--- src/rtl/sm_pkg.sv ---
// Shared types and default timing for the stepper-motor move controller.
// Contents: FSM state enum, 50 MHz default timing constants, and the width
// helper for the saturating period adder.
package sm_pkg;

    typedef enum logic [2:0] {
        StIdle,
        StSetup,
        StHigh,
        StLow,
        StDone
    } sm_state_e;

    // Defaults for a 50 MHz system clock.
    localparam int unsigned DefWidthWork = 16;
    localparam int unsigned DefWidthPer  = 16;
    localparam int unsigned DefWidthPos  = 24;
    localparam int unsigned DefPulseHi   = 50;     // 1 us
    localparam int unsigned DefDirSetup  = 25;
    localparam int unsigned DefPStart    = 50000;  // 1 kHz
    localparam int unsigned DefPMin      = 5000;   // 10 kHz
    localparam int unsigned DefPDec      = 100;

    // One guard bit above the period width so period + P_DEC cannot wrap
    // before the saturation compare.
    localparam int unsigned PerGuardBits = 1;

    function automatic int unsigned per_sum_width(int unsigned width_per);
        return width_per + PerGuardBits;
    endfunction

endpackage

--- src/rtl/sm_move_ctrl_if.sv ---
// Move-command bus for sm_move_ctrl.
// Signals: cmd_valid/cmd_ready handshake, cmd_steps (unsigned step count),
// cmd_dir (1 = positive), abort (level-sensitive early stop).
// Modports: master = command source, slave = move controller.
interface sm_move_ctrl_if #(
    parameter int unsigned WIDTH_WORK = 16
);
    logic                  cmd_valid;
    logic                  cmd_ready;
    logic [WIDTH_WORK-1:0] cmd_steps;
    logic                  cmd_dir;
    logic                  abort;

    modport master (
        output cmd_valid,
        output cmd_steps,
        output cmd_dir,
        output abort,
        input  cmd_ready
    );

    modport slave (
        input  cmd_valid,
        input  cmd_steps,
        input  cmd_dir,
        input  abort,
        output cmd_ready
    );
endinterface

--- src/rtl/sm_ramp.sv ---
// Step-period ramp generator.
// Holds the current step period and the acceleration step count. On load
// the ramp restarts at P_START; on each step strobe it either decelerates
// (when the remaining steps no longer cover the acceleration already done),
// accelerates toward P_MIN, or cruises.
// Ports: clk, rst (async, active-high), load (restart ramp), step (one step
// issued, rem sampled before its decrement), rem (remaining steps),
// period (current step period in clk cycles).
module sm_ramp
    import sm_pkg::*;
#(
    parameter int unsigned WIDTH_WORK = DefWidthWork,
    parameter int unsigned WIDTH_PER  = DefWidthPer,
    parameter int unsigned P_START    = DefPStart,
    parameter int unsigned P_MIN      = DefPMin,
    parameter int unsigned P_DEC      = DefPDec
) (
    input  logic                  clk,
    input  logic                  rst,
    input  logic                  load,
    input  logic                  step,
    input  logic [WIDTH_WORK-1:0] rem,
    output logic [WIDTH_PER-1:0]  period
);

    localparam int unsigned SumW = per_sum_width(WIDTH_PER);

    logic [WIDTH_WORK-1:0] acc_q, acc_d;
    logic [WIDTH_PER-1:0]  period_d;
    logic [SumW-1:0]       period_ext;
    logic [SumW-1:0]       period_inc;
    logic [WIDTH_WORK-1:0] rem_m1;
    logic                  decel;

    always_comb begin
        period_ext = SumW'(period);
        period_inc = period_ext + SumW'(P_DEC);
        rem_m1     = rem - WIDTH_WORK'(1);
        // rem is never zero on a step; the guard only keeps rem_m1 meaningful.
        decel      = (acc_q != '0) && (rem != '0) && (rem_m1 <= acc_q);

        period_d = period;
        acc_d    = acc_q;
        if (load) begin
            period_d = WIDTH_PER'(P_START);
            acc_d    = '0;
        end else if (step) begin
            if (decel) begin
                period_d = (period_inc > SumW'(P_START)) ? WIDTH_PER'(P_START)
                                                         : WIDTH_PER'(period_inc);
                acc_d    = acc_q - WIDTH_WORK'(1);
            end else if (period > WIDTH_PER'(P_MIN)) begin
                // Compare before subtracting so the result never underflows.
                period_d = (period_ext >= SumW'(P_MIN) + SumW'(P_DEC))
                         ? WIDTH_PER'(period_ext - SumW'(P_DEC))
                         : WIDTH_PER'(P_MIN);
                acc_d    = acc_q + WIDTH_WORK'(1);
            end
        end
    end

    always_ff @(posedge clk or posedge rst) begin
        if (rst) begin
            period <= WIDTH_PER'(P_START);
            acc_q  <= '0;
        end else begin
            period <= period_d;
            acc_q  <= acc_d;
        end
    end

endmodule

--- src/rtl/sm_move_ctrl.sv ---
// Stepper-motor move sequencer.
// Accepts a move command over the cmd bus, enables the driver for the move,
// emits exactly cmd_steps ramped step pulses and tracks a signed position.
// Ports: clk, rst (async, active-high), cmd (command bus, slave side),
// drv_step/drv_dir/drv_SM (driver pins), busy (not idle), done (one-cycle
// completion/abort pulse), pos (signed position, wraps).
module sm_move_ctrl
    import sm_pkg::*;
#(
    parameter int unsigned WIDTH_WORK = DefWidthWork,
    parameter int unsigned WIDTH_PER  = DefWidthPer,
    parameter int unsigned WIDTH_POS  = DefWidthPos,
    parameter int unsigned PULSE_HI   = DefPulseHi,
    parameter int unsigned DIR_SETUP  = DefDirSetup,
    parameter int unsigned P_START    = DefPStart,
    parameter int unsigned P_MIN      = DefPMin,
    parameter int unsigned P_DEC      = DefPDec
) (
    input  logic                 clk,
    input  logic                 rst,
    sm_move_ctrl_if.slave        cmd,
    output logic                 drv_step,
    output logic                 drv_dir,
    output logic                 drv_SM,
    output logic                 busy,
    output logic                 done,
    output logic [WIDTH_POS-1:0] pos
);

    if (!((P_MIN > PULSE_HI) && ((P_START >> WIDTH_PER) == 0) &&
          (PULSE_HI > 0) && (DIR_SETUP > 0))) begin : g_param_check
        $error("sm_move_ctrl: illegal timing parameters");
    end

    sm_state_e             state_q, state_d;
    logic [WIDTH_PER-1:0]  cnt_q, cnt_d;
    logic [WIDTH_WORK-1:0] rem_q, rem_d;
    logic                  abort_q, abort_d;
    logic                  dir_d;
    logic [WIDTH_POS-1:0]  pos_d;
    logic                  accept;
    logic                  go_high;
    logic                  ramp_load;
    logic [WIDTH_PER-1:0]  period;

    assign cmd.cmd_ready = (state_q == StIdle) && !cmd.abort;
    assign accept        = cmd.cmd_valid && cmd.cmd_ready;

    always_comb begin
        state_d   = state_q;
        cnt_d     = cnt_q;
        rem_d     = rem_q;
        abort_d   = abort_q;
        dir_d     = drv_dir;
        pos_d     = pos;
        go_high   = 1'b0;
        ramp_load = 1'b0;

        unique case (state_q)
            StIdle: begin
                if (accept) begin
                    if (cmd.cmd_steps == '0) begin
                        state_d = StDone;
                    end else begin
                        state_d   = StSetup;
                        rem_d     = cmd.cmd_steps;
                        dir_d     = cmd.cmd_dir;
                        cnt_d     = WIDTH_PER'(DIR_SETUP - 1);
                        ramp_load = 1'b1;
                    end
                end
            end
            StSetup: begin
                if (cmd.abort) begin
                    state_d = StDone;
                end else if (cnt_q == '0) begin
                    go_high = 1'b1;
                end else begin
                    cnt_d = cnt_q - WIDTH_PER'(1);
                end
            end
            StHigh: begin
                // Abort is remembered so a short abort during the pulse still
                // ends the move once the pulse has finished.
                if (cmd.abort) begin
                    abort_d = 1'b1;
                end
                if (cnt_q == '0) begin
                    if ((rem_q == '0) || abort_q || cmd.abort) begin
                        state_d = StDone;
                    end else begin
                        state_d = StLow;
                        cnt_d   = period - WIDTH_PER'(PULSE_HI + 1);
                    end
                end else begin
                    cnt_d = cnt_q - WIDTH_PER'(1);
                end
            end
            StLow: begin
                if (cmd.abort) begin
                    state_d = StDone;
                end else if (cnt_q == '0) begin
                    go_high = 1'b1;
                end else begin
                    cnt_d = cnt_q - WIDTH_PER'(1);
                end
            end
            StDone: begin
                state_d = StIdle;
                abort_d = 1'b0;
            end
            default: begin
                state_d = StIdle;
            end
        endcase

        if (go_high) begin
            state_d = StHigh;
            cnt_d   = WIDTH_PER'(PULSE_HI - 1);
            rem_d   = rem_q - WIDTH_WORK'(1);
            pos_d   = drv_dir ? pos + WIDTH_POS'(1) : pos - WIDTH_POS'(1);
        end
    end

    sm_ramp #(
        .WIDTH_WORK (WIDTH_WORK),
        .WIDTH_PER  (WIDTH_PER),
        .P_START    (P_START),
        .P_MIN      (P_MIN),
        .P_DEC      (P_DEC)
    ) u_ramp (
        .clk    (clk),
        .rst    (rst),
        .load   (ramp_load),
        .step   (go_high),
        .rem    (rem_q),
        .period (period)
    );

    always_ff @(posedge clk or posedge rst) begin
        if (rst) begin
            state_q  <= StIdle;
            cnt_q    <= '0;
            rem_q    <= '0;
            abort_q  <= 1'b0;
            drv_step <= 1'b0;
            drv_dir  <= 1'b0;
            drv_SM   <= 1'b0;
            busy     <= 1'b0;
            done     <= 1'b0;
            pos      <= '0;
        end else begin
            state_q  <= state_d;
            cnt_q    <= cnt_d;
            rem_q    <= rem_d;
            abort_q  <= abort_d;
            // Outputs are registered decodes of the next state.
            drv_step <= (state_d == StHigh);
            drv_dir  <= dir_d;
            drv_SM   <= (state_d == StSetup) || (state_d == StHigh) || (state_d == StLow);
            busy     <= (state_d != StIdle);
            done     <= (state_d == StDone);
            pos      <= pos_d;
        end
    end

endmodule

--- src/flat_wrapper.sv ---
// flat-port wrapper written by rule: the top's interface ports become plain ports
module sm_move_ctrl_flat import sm_pkg::*;
#(
    parameter int unsigned WIDTH_WORK = DefWidthWork,
    parameter int unsigned WIDTH_PER  = DefWidthPer,
    parameter int unsigned WIDTH_POS  = DefWidthPos,
    parameter int unsigned PULSE_HI   = DefPulseHi,
    parameter int unsigned DIR_SETUP  = DefDirSetup,
    parameter int unsigned P_START    = DefPStart,
    parameter int unsigned P_MIN      = DefPMin,
    parameter int unsigned P_DEC      = DefPDec
)
  (clk, rst, drv_step, drv_dir, drv_SM, busy, done, pos, cmd_cmd_valid, cmd_cmd_steps, cmd_cmd_dir, cmd_abort, cmd_cmd_ready);
  sm_move_ctrl_if #(.WIDTH_WORK(WIDTH_WORK)) cmd_i ();
  input  logic clk;
  input  logic rst;
  output logic drv_step;
  output logic drv_dir;
  output logic drv_SM;
  output logic busy;
  output logic done;
  output logic [WIDTH_POS-1:0] pos;
  input wire logic [$bits(cmd_i.cmd_valid)-1:0] cmd_cmd_valid;
  input wire logic [$bits(cmd_i.cmd_steps)-1:0] cmd_cmd_steps;
  input wire logic [$bits(cmd_i.cmd_dir)-1:0] cmd_cmd_dir;
  input wire logic [$bits(cmd_i.abort)-1:0] cmd_abort;
  output wire logic [$bits(cmd_i.cmd_ready)-1:0] cmd_cmd_ready;
  assign cmd_i.cmd_valid = cmd_cmd_valid;
  assign cmd_i.cmd_steps = cmd_cmd_steps;
  assign cmd_i.cmd_dir = cmd_cmd_dir;
  assign cmd_i.abort = cmd_abort;
  assign cmd_cmd_ready = cmd_i.cmd_ready;
  sm_move_ctrl #(.WIDTH_WORK(WIDTH_WORK), .WIDTH_PER(WIDTH_PER), .WIDTH_POS(WIDTH_POS), .PULSE_HI(PULSE_HI), .DIR_SETUP(DIR_SETUP), .P_START(P_START), .P_MIN(P_MIN), .P_DEC(P_DEC)) u_core (.clk(clk), .rst(rst), .cmd(cmd_i), .drv_step(drv_step), .drv_dir(drv_dir), .drv_SM(drv_SM), .busy(busy), .done(done), .pos(pos));
endmodule
--- config.mk ---
export PLATFORM = sky130hd
export DESIGN_NAME = sm_move_ctrl_flat
export DESIGN_NICKNAME = d
export VERILOG_FILES = /design/src/rtl/sm_pkg.sv /design/src/rtl/sm_move_ctrl_if.sv /design/src/rtl/sm_ramp.sv /design/src/rtl/sm_move_ctrl.sv /design/src/flat_wrapper.sv
export SDC_FILE = /design/constraint.sdc
export NUM_CORES = 1
export LEC_CHECK = 0
export CORE_MARGIN = 5
export CORE_UTILIZATION = 65
export DETAILED_ROUTE_END_ITERATION = 6
export DONT_BUFFER_PORTS = 1
export PLACE_DENSITY = 0.78
export SYNTH_ARGS = -nofsm -noshare
export SYNTH_HDL_FRONTEND = slang
export SYNTH_SLANG_ARGS = --single-unit
--- constraint.sdc ---
create_clock -name clk -period 7.75 [get_ports clk]
set_clock_uncertainty 0.05 [all_clocks]
set_input_delay 1.55 -clock clk [delete_from_list [all_inputs] [get_ports clk]]
set_output_delay 1.55 -clock clk [all_outputs]
set_load 0.01 [all_outputs]
## Yosys cells after proc, flatten, opt, wreduce, memory -nomap -nowiden

Index checks and enable logic that the tools add are counted.

- Reduce and logical (&&, ||, !) cells: 28
- Magnitude comparators: 4
- Add/subtract/negate cells: 9
- Mux-type cells: 38
- Bitwise operators: 1
- Equal/unequal tests: 15

Operators by type and width:

| cell | number |
|---|---|
| two-way mux 16 bit | 21 |
| logical NOT 16 bit | 3 |
| one-hot mux 16 bit (3 select lines) | 1 |
| subtractor 16 x 1 -> 16 bit (second input constant) | 3 |
| nonzero test 16 bit | 2 |
| adder 24 x 1 -> 24 bit (second input constant) | 1 |
| two-way mux 24 bit | 1 |
| subtractor 24 x 1 -> 24 bit (second input constant) | 1 |
| two-way mux 3 bit | 6 |
| adder 16 x 7 -> 17 bit (second input constant) | 1 |
| greater-than comparator 17 x 16 -> 1 bit (second input constant) | 1 |
| adder 16 x 1 -> 16 bit (second input constant) | 1 |
| greater-or-equal comparator 16 x 13 -> 1 bit (second input constant) | 1 |
| greater-than comparator 16 x 13 -> 1 bit (second input constant) | 1 |
| <= comparator 16 bit | 1 |
| subtractor 16 x 6 -> 16 bit (second input constant) | 1 |
| subtractor 16 x 7 -> 16 bit (second input constant) | 1 |
| equality test 3 x 2 -> 1 bit (second input constant) | 4 |
| inequality test 3 x 2 -> 1 bit (second input constant) | 3 |
| one-hot mux 3 bit (3 select lines) | 1 |
| nonzero test 2 bit | 4 |
| two-way mux 1 bit | 7 |
| equality test 3 x 1 -> 1 bit (second input constant) | 2 |
| equality test 3 bit (second input constant) | 2 |
| other kinds (16) | 25 |

- Output and inout bits: 30
- Input bits: 21
- Register bits: 97

## Logic depth before layout (Yosys ltp)

Gate-level depths: netlist of run 1.

- Depth in word-level cells: 10
- Depth in mapped cells: 25

## Modules after synthesis

A second synthesis of run 1 with hierarchy kept.

- Cells, all modules: 1073
- Area, all modules: 8645.8 um^2

Modules (own cells, without submodules):

| module | times used | cells an instance | seq. area each (um^2) | area an instance (um^2) |
|---|---|---|---|---|
| sm_move_ctrl | 1 | 599 | 1626.6 | 4979.8 |
| sm_ramp | 1 | 474 | 758.2 | 3666.0 |

## Worst setup path before layout of run 1

Ideal clock, no wire load.

- Path type: register -> register
- Start point: register u_core.rem_q[2]
- End point: register u_core.u_ramp.acc_q[12]
- Required time: 7.567 ns
- Library setup time: 0.133 ns
- Buffers on the path: 1
- Stages on the path, launching flop included: 23
- Period minus slack after synthesis: 5.583 ns
- Data arrival time: 5.400 ns
- Slack: 2.167 ns
- Cell sequence: dfrtp_1 nor3_1 nand2_1 nor4_1 nand3_1 nor3_1 xor2_1 ha_1 nand4_1 nor4_1 a21bo_2 o211ai_1 a21oi_1 buf_2 ha_1 a21oi_1 o21ai_0 a31oi_1 o211ai_1 a31o_2 a21oi_1 xnor2_1 o21ai_0

- Longest elaborated chain between the ends: 6
- Elaborated cells on any way between the ends: 10
- Classes of those cells: add/sub (1); order compare (1); mux (3); reduce/logical (5)

RTL lines:

| element | RTL line | text |
|---|---|---|
| start, declared | sm_move_ctrl.sv:37 | `logic [WIDTH_WORK-1:0] rem_q, rem_d;` |
| start signal, assigned | sm_move_ctrl.sv:155 | `rem_q <= rem_d;` |
| subtractor 16 x 1 -> 16 bit or nonzero test 16 bit (tied branches) | sm_ramp.sv:38, sm_ramp.sv:40 |  |
| <= comparator 16 bit or logical AND 1 bit (tied branches) | sm_ramp.sv:40 | `decel = (acc_q != '0) && (rem != '0) && (rem_m1 <= acc_q);` |
| logical AND 1 bit (*) | sm_ramp.sv:40 |  |
| two-way mux 16 bit | sm_ramp.sv:48 | `if (decel) begin` |
| two-way mux 16 bit | sm_ramp.sv:47 | `end else if (step) begin` |
| two-way mux 16 bit | sm_ramp.sv:44 | `if (load) begin` |
| end signal, assigned | sm_ramp.sv:65 | `acc_q <= '0;` |
| end signal, assigned | sm_ramp.sv:68 | `acc_q <= acc_d;` |
| end, declared | sm_ramp.sv:28 | `logic [WIDTH_WORK-1:0] acc_q, acc_d;` |

Mark *: on every way between the ends. The rest lies on a longest branch, timed or not. The select of a mux whose other input is x is not followed.
A chain may end at the register's enable or synchronous reset.

## Final worst setup path of run 1

- Start point: register u_core.rem_q[2]
- End point: register u_core.u_ramp.acc_q[14]

Same word-level chain as after synthesis.

==> qor.yml, run 1 <==
final_layout:
  drive_gt1_share_pct: 6.11
  n_antenna_cell: 0
  multi_input_area_um2: 5140
  nets: 1029
  fillers: 955
  final-seq-area_um2: 2380
  area_growth_pct: 4.72
setup_path:
  reg2reg_slack_ps: 1090
  cpMostUsedCell: "o21ai_0"
  cp_slowest_cell: "nor4_1"
  critPathTopFamily: "simple AND/OR/NAND/NOR gates"
  endpoint_kind: "flop"
  criticalPathCategory: "flop to flop"
  reg2reg_to: "u_core.u_ramp.acc_q[14]$_DFFE_PP0P_"
  cp.arrival_ps: 6830
  cp_slowest_stage_delay_ps: 800
  reg2reg_from: "u_core.rem_q[2]$_DFFE_PP0P_"
  crit_chain: "nor3_1 > nand2_1 > nor4_1 > nand3_1 > nor3_1 > xor2_1 > ha_1 > nand4_1 > nor4_1 > nand4_1 > a21oi_2 > buf_4 > inv_2 > fa_1 > o21ai_0 > a31oi_1 > o211ai_1 > nand2_1 > o21ai_0 > xnor2_1 > o21ai_0"
  worstRegToRegCells: 21
  start_kind: "flop"
  cp_num_buf_inv: 2
  worstPathRequired_ps: 7920
  cp_max_fo: 27
logic_synthesis:
  synth.distinct_cells: 76
  synth_area_um2: 7900
  yosysTopAreaCell: "dfrtp_1"
  yosys_most_used_dff: "dfrtp_1"
  synth-seq-cells: 95
  synth-seq-area-share_pct: 30.2
  synthTopCellsByArea: "dfrtp_1, ha_1, o21ai_0, a21oi_1, xnor2_1"
  synth_edf_count: 0
  syn_avg_cell_area_um2: 8.13
  netlist_instances: 971
  synth_nets: 1055
  yosysTopAreaCellShare_pct: 28.2
  yosys_warnings: 0
  ys_async_sr_fraction_pct: 100
sta:
  slew_headroom_pct: 34.0
  setup_viol: 0
  fmax_mhz: 150
  finalCritPeriodShare_pct: 86.0
  grt_setup_unrepaired: "no"
  finalHoldViolations: 0
  slew_violations: 0
  finalCriticalPeriod_ps: 6660
  finalSetupTns_ps: 0
  worstMarginPinSlew_ps: 990
clock_network:
  clock_latency_ps: 350
  cts_resized: 0
  clockBufferDepth: 2
  cts-buffers-inserted: 9
  cts_tree: "done"
  cts_hold_buf: 0
  root_buffer: "clkbuf_16"
  h-tree-depth: 3
  path_clk_slew_ps: 70
  cts_setup_buffers: 0
  clkSinkCount: 95
die:
  start_util_pct: 66.0
  ios: 51
  rows: 40
  die_h_um: 120
  core-area_um2: 12000
  die_area_um2: 14500
  dieWidth_um: 120
detailed_routing:
  vias: 7325
  wl_um: 20600
  wl_per_cell_um: 18.7
  drc: 0
  dr.pass1.iters: 6
  drtIter0Drc: 799
  final_antenna_net_count: 0
  vias_per_cell: 6.68
global_route:
  grt_max_degree: 72
  overflow: 0
  grt_pass1_wl_um: 34000
  grt_pass1_vias: 6862
  antenna_found_initial: 0
  grt.total_usage_pct: 28.8
flow_run:
  cap_violations: 0
power_and_ir_drop:
  power_leakage_nw: 3.48
  ir_drop_mv: 0.158
  power_w: 0.00300
  powerDensity_nw_per_um2: 363
run_status:
  status: "finished, final reports clean"
place:
  port_buffers: 0
  globalplace.congestion: 0.927
  hpwl_um: 14800
worst_hold_path:
  hp-start: "u_core.cnt_q[14]$_DFFE_PP0P_"
  min_to: "u_core.cnt_q[14]$_DFFE_PP0P_"
  hold-path-cell-count: 2
  hold_path_class: "flop to flop"
worst max-delay path by stage:
| stage | startpoint | end | slack [ps] | depth (start not counted) |
|---|---|---|---|---|
| 2_1_floorplan | u_core.rem_q[2]$_DFFE_PP0P_ | u_core.u_ramp.acc_q[12]$_DFFE_PP0P_ | 2170 | 22 |
| 3_3_place_gp | u_core.rem_q[2]$_DFFE_PP0P_ | u_core.u_ramp.acc_q[14]$_DFFE_PP0P_ | 1560 | 21 |
| 3_5_place_dp | u_core.rem_q[2]$_DFFE_PP0P_ | u_core.u_ramp.acc_q[14]$_DFFE_PP0P_ | 1200 | 21 |
| 4_1_cts | u_core.rem_q[2]$_DFFE_PP0P_ | u_core.u_ramp.acc_q[14]$_DFFE_PP0P_ | 1170 | 21 |
| 5_1_grt | u_core.rem_q[2]$_DFFE_PP0P_ | u_core.u_ramp.acc_q[14]$_DFFE_PP0P_ | 260 | 21 |
| 6_report | u_core.rem_q[2]$_DFFE_PP0P_ | u_core.u_ramp.acc_q[14]$_DFFE_PP0P_ | 1090 | 21 |
sequential cells by signal, indices dropped and copies added, names as in the netlist:
| name | count |
|---|---|
| u_core.pos | 24 |
| u_core.cnt_q | 16 |
| u_core.rem_q | 16 |
| u_core.u_ramp.acc_q | 16 |
| u_core.u_ramp.period | 14 |
| u_core.state_q | 3 |
| u_core.abort_q | 1 |
| u_core.busy | 1 |
| u_core.done | 1 |
| u_core.drv_SM | 1 |
| u_core.drv_dir | 1 |
| u_core.drv_step | 1 |
worst reg2reg max path, cell delays in order (launching register included):
cell,delay (ps)
dfrtp_1,420
nor3_1,470
nand2_1,230
nor4_1,800
nand3_1,310
nor3_1,380
xor2_1,140
ha_1,310
nand4_1,130
nor4_1,400
nand4_1,220
a21oi_2,160
buf_4,330
inv_2,290
fa_1,470
o21ai_0,350
a31oi_1,220
o211ai_1,270
nand2_1,120
o21ai_0,230
xnor2_1,140
o21ai_0,90
layout make-up:
class                   instances  share of cell area, %
clock buffers                  12                   3.10
clock inverters                 4                  0.651
inverters                      48                   2.21
multi-input cells             782                   62.2
flip-flops and latches         95                   28.8
well taps                     147                   2.22
repair buffers                  9                  0.817
layer usage:
metal  wire length (µm)  up-vias  track usage [%]  share of wire [%]
met2               9500      326             46.7                 46
met5                  0        -                0                  0
li1                   -     3512                -                  -
met1               8770     3447             37.7                 43
met3               1730       40             6.83                8.4
met4                564        0             10.2                2.7
cells by family after synthesis:
kind of cell               after synthesis  share of synthesized area, %
AOI/OAI and AO/OA                      319                          25.9
DFF                                     95                          30.2
buffers and inverters                   94                          4.83
adders and majority gates               63                          10.2
xor gates and xnor gates                66                          7.32
and+or+nand+nor                        323                          20.1
muxes                                   11                          1.41
through the flow:
stage | util [%] | hold slack (ps) | instances | setup slack, ps | instance area [µm²]
floorplan | - | 420 | 971 | 2170 | 7900
global placement | 66.5 | 440 | 1081 | 1560 | 7960
detailed placement | 66.5 | 459 | 1081 | 1200 | 7960
CTS | 69.1 | 474 | 1097 | 1170 | 8270
global route | 69.1 | 518 | 1097 | 260 | 8270
finish | 69.1 | 478 | 1097 | 1090 | 8270
power breakdown:
group          total, W  internal [W]  switching, W
Clock          0.000467      0.000269      0.000199
Combinational   0.00165      0.000680      0.000966
Sequential     0.000885      0.000645      0.000240
Total           0.00300       0.00159       0.00140
cell usage after synthesis (all sizes together) (12+ instances only):
master,instances
a21o,18
a21oi,74
a22oi,12
clkbuf,37
dfrtp,89
ha,61
inv,48
nand2,82
nand3,36
nand4,12
nor2,75
nor3,34
nor4,20
o21ai,112
or3,15
xnor2,40
xor2,26
layout by cell type, fill, tap and decap left out, drive strengths merged, types with 9 or more instances in the layout:
cell type and n:
o21ai 112, dfrtp 89, nand2 82, nor2 75
a21oi 74, ha 61, inv 48, xnor2 40
nand3 36, nor3 34, xor2 26, nor4 20
a21o 18, or3 15, a22oi 12, nand4 12
clkbuf 12, mux2i 10, o31ai 10, and3 9
a31oi 9, o21bai 9, buf 9
Note: power is estimated with default switching activity, not from simulation.
==> run 2: changes to the inputs <==
--- a/config.mk
+++ b/config.mk
@@ -5,7 +5,6 @@
 export SDC_FILE = /design/constraint.sdc
 export NUM_CORES = 1
 export LEC_CHECK = 0
-export CORE_MARGIN = 5
 export CORE_UTILIZATION = 65
 export DETAILED_ROUTE_END_ITERATION = 6
 export DONT_BUFFER_PORTS = 1
==> run 2 against run 1 <==
  * Die area is 13% lower
  * Critical path depth unchanged
  * Clock power down 6.4%
  * Global-route usage up 4.4 points
  * Utilization rose by 1.8 points
  * Combinational power about the same
  * The run now ends with DRC left
  * Power shrank 1.3%
==> qor.yml, run 2 (synthesis results as in run 1) <==
run_status:
  status: "finished, violations left"
  violations: "DRC"
sta:
  finalSetupTns_ps: 0
  setup_viol: 0
  holdWs_ps: 476
  finalCriticalPeriod_ps: 6550
  slew_headroom_pct: 32.6
  grt_setup_unrepaired: "no"
  worstMarginPinSlew_ps: 1010
  finalHoldViolations: 0
  fmax_mhz: 153
  setup_slack_ps: 1200
  finalCritPeriodShare_pct: 84.5
  slew_violations: 0
final_layout:
  drive_gt1_share_pct: 6.01
  area_growth_pct: 4.33
  final_cell_mix: "o21ai_0, dfrtp_1, nand2_1, nor2_1, a21oi_1"
  fin_cells: 1092
  nets: 1029
  top_register: "u_core.pos"
  largest_reg_flops: 24
  fillers: 927
  n_antenna_cell: 0
  layout.cells.most_common: "o21ai_0"
clock_network:
  path_clk_slew_ps: 70
  root_buffer: "clkbuf_16"
  cts-buffers-inserted: 9
  h-tree-depth: 3
  cts_hold_buf: 0
  clock_latency_ps: 360
  cts_tree: "done"
  clockBufferDepth: 2
  cts_resized: 0
  clkSinkCount: 95
  cts_setup_buffers: 0
die:
  ios: 51
  dieWidth_um: 112
  start_util_pct: 68.0
  die_h_um: 112
  core-area_um2: 11600
  die_area_um2: 12600
  rows: 39
detailed_routing:
  vias: 7370
  dr.pass1.iters: 7
  final_antenna_net_count: 0
  wl_um: 20200
  drtIter0Drc: 751
  vias_per_cell: 6.75
  drc: 7
  wl_per_cell_um: 18.5
power_and_ir_drop:
  switchingPower_w: 0.00140
  p_sw_share_pct: 47.3
  powerDensity_nw_per_um2: 359
  seq_power_share_pct: 29.7
  pwr-share-comb_pct: 55.5
  power_leakage_nw: 3.46
  ir_drop_mv: 0.160
  p_int_w: 0.00156
  p_clk_share_pct: 14.8
global_route:
  grt_max_degree: 72
  antenna_found_initial: 0
  grt.total_usage_pct: 33.1
  grt_pass1_vias: 6875
  grt_pass1_wl_um: 33700
  overflow: 0
flow_run:
  cap_violations: 0
setup_path:
  criticalPathCategory: "flop to flop"
  endpoint_kind: "flop"
  worstPathRequired_ps: 7920
  cp_max_fo: 27
  start_kind: "flop"
  cp.arrival_ps: 6720
place:
  port_buffers: 0
  globalplace.congestion: 0.942
  dp_cells: 1077
  dpl_worst_slack_ps: 1320
  hpwl_um: 14500
worst_hold_path:
  hold_path_class: "flop to flop"
-- run 2: metal layers --
layer | GRT usage, % | wire (µm) | vias up
met5 | 0 | 0 | -
met4 | 13.2 | 550 | 0
met3 | 5.35 | 1450 | 50
met2 | 52.6 | 9220 | 353
met1 | 45.5 | 8960 | 3452
li1 | - | - | 3515
-- run 2: metrics by stage --
stage | instance area, µm² | total power (W) | util [%]
finish | 8240 | 0.00296 | 70.9
detailed placement | 7950 | 0.00249 | 68.5
floorplan | 7900 | 0.00214 | -
global route | 8240 | 0.00319 | 70.9
global placement | 7950 | 0.00241 | 68.5
CTS | 8240 | 0.00293 | 70.9
-- run 2: path summary, 6_finish.rpt --
path | startpoint | to | slack [ps] | cells after the start
worst max-delay path | u_core.rem_q[2]$_DFFE_PP0P_ | u_core.u_ramp.acc_q[14]$_DFFE_PP0P_ | 1200 | 21
worst min-delay path | u_core.cnt_q[14]$_DFFE_PP0P_ | u_core.cnt_q[14]$_DFFE_PP0P_ | 480 | 2
worst max register to register | u_core.rem_q[2]$_DFFE_PP0P_ | u_core.u_ramp.acc_q[14]$_DFFE_PP0P_ | 1200 | 21
worst min register to register | u_core.cnt_q[14]$_DFFE_PP0P_ | u_core.cnt_q[14]$_DFFE_PP0P_ | 480 | 2
max in group asynchronous | rst | u_core.rem_q[0]$_DFFE_PP0P_ | 5450 | 2
min in group asynchronous | rst | u_core.cnt_q[1]$_DFFE_PP0P_ | 970 | 1
-- run 2: layout make-up --
type | count | area [µm²] | share of cell area, %
multi-input cells | 782 | 5140 | 62.4
repair buffers | 9 | 67.6 | 0.820
inverters | 48 | 183 | 2.22
clock buffers | 11 | 253 | 3.07
clock inverters | 4 | 31.3 | 0.380
flip-flops and latches | 95 | 2380 | 29.0
well taps | 143 | 179 | 2.17
-- run 2: power by group through the flow --
stage               clock network, W  logic [W]  registers (W)
floorplan                          0    0.00134       0.000802
global placement                   0    0.00153       0.000875
detailed placement                 0    0.00160       0.000882
CTS                         0.000438    0.00162       0.000874
global route                0.000456    0.00184       0.000902
finish                      0.000437    0.00164       0.000880
-- run 2: critical path, cell delays in order, from the launching register on --
cell      delay [ps]
dfrtp_1          430
nor3_1           460
nand2_1          220
nor4_1           740
nand3_1          310
nor3_1           360
xor2_1           120
ha_1             310
nand4_1          160
nor4_1           430
nand4_1          230
a21oi_2          170
buf_4            330
inv_2            260
fa_1             460
o21ai_0          310
a31oi_1          200
o211ai_1         290
nand2_1          120
o21ai_0          230
xnor2_1          140
o21ai_0          100
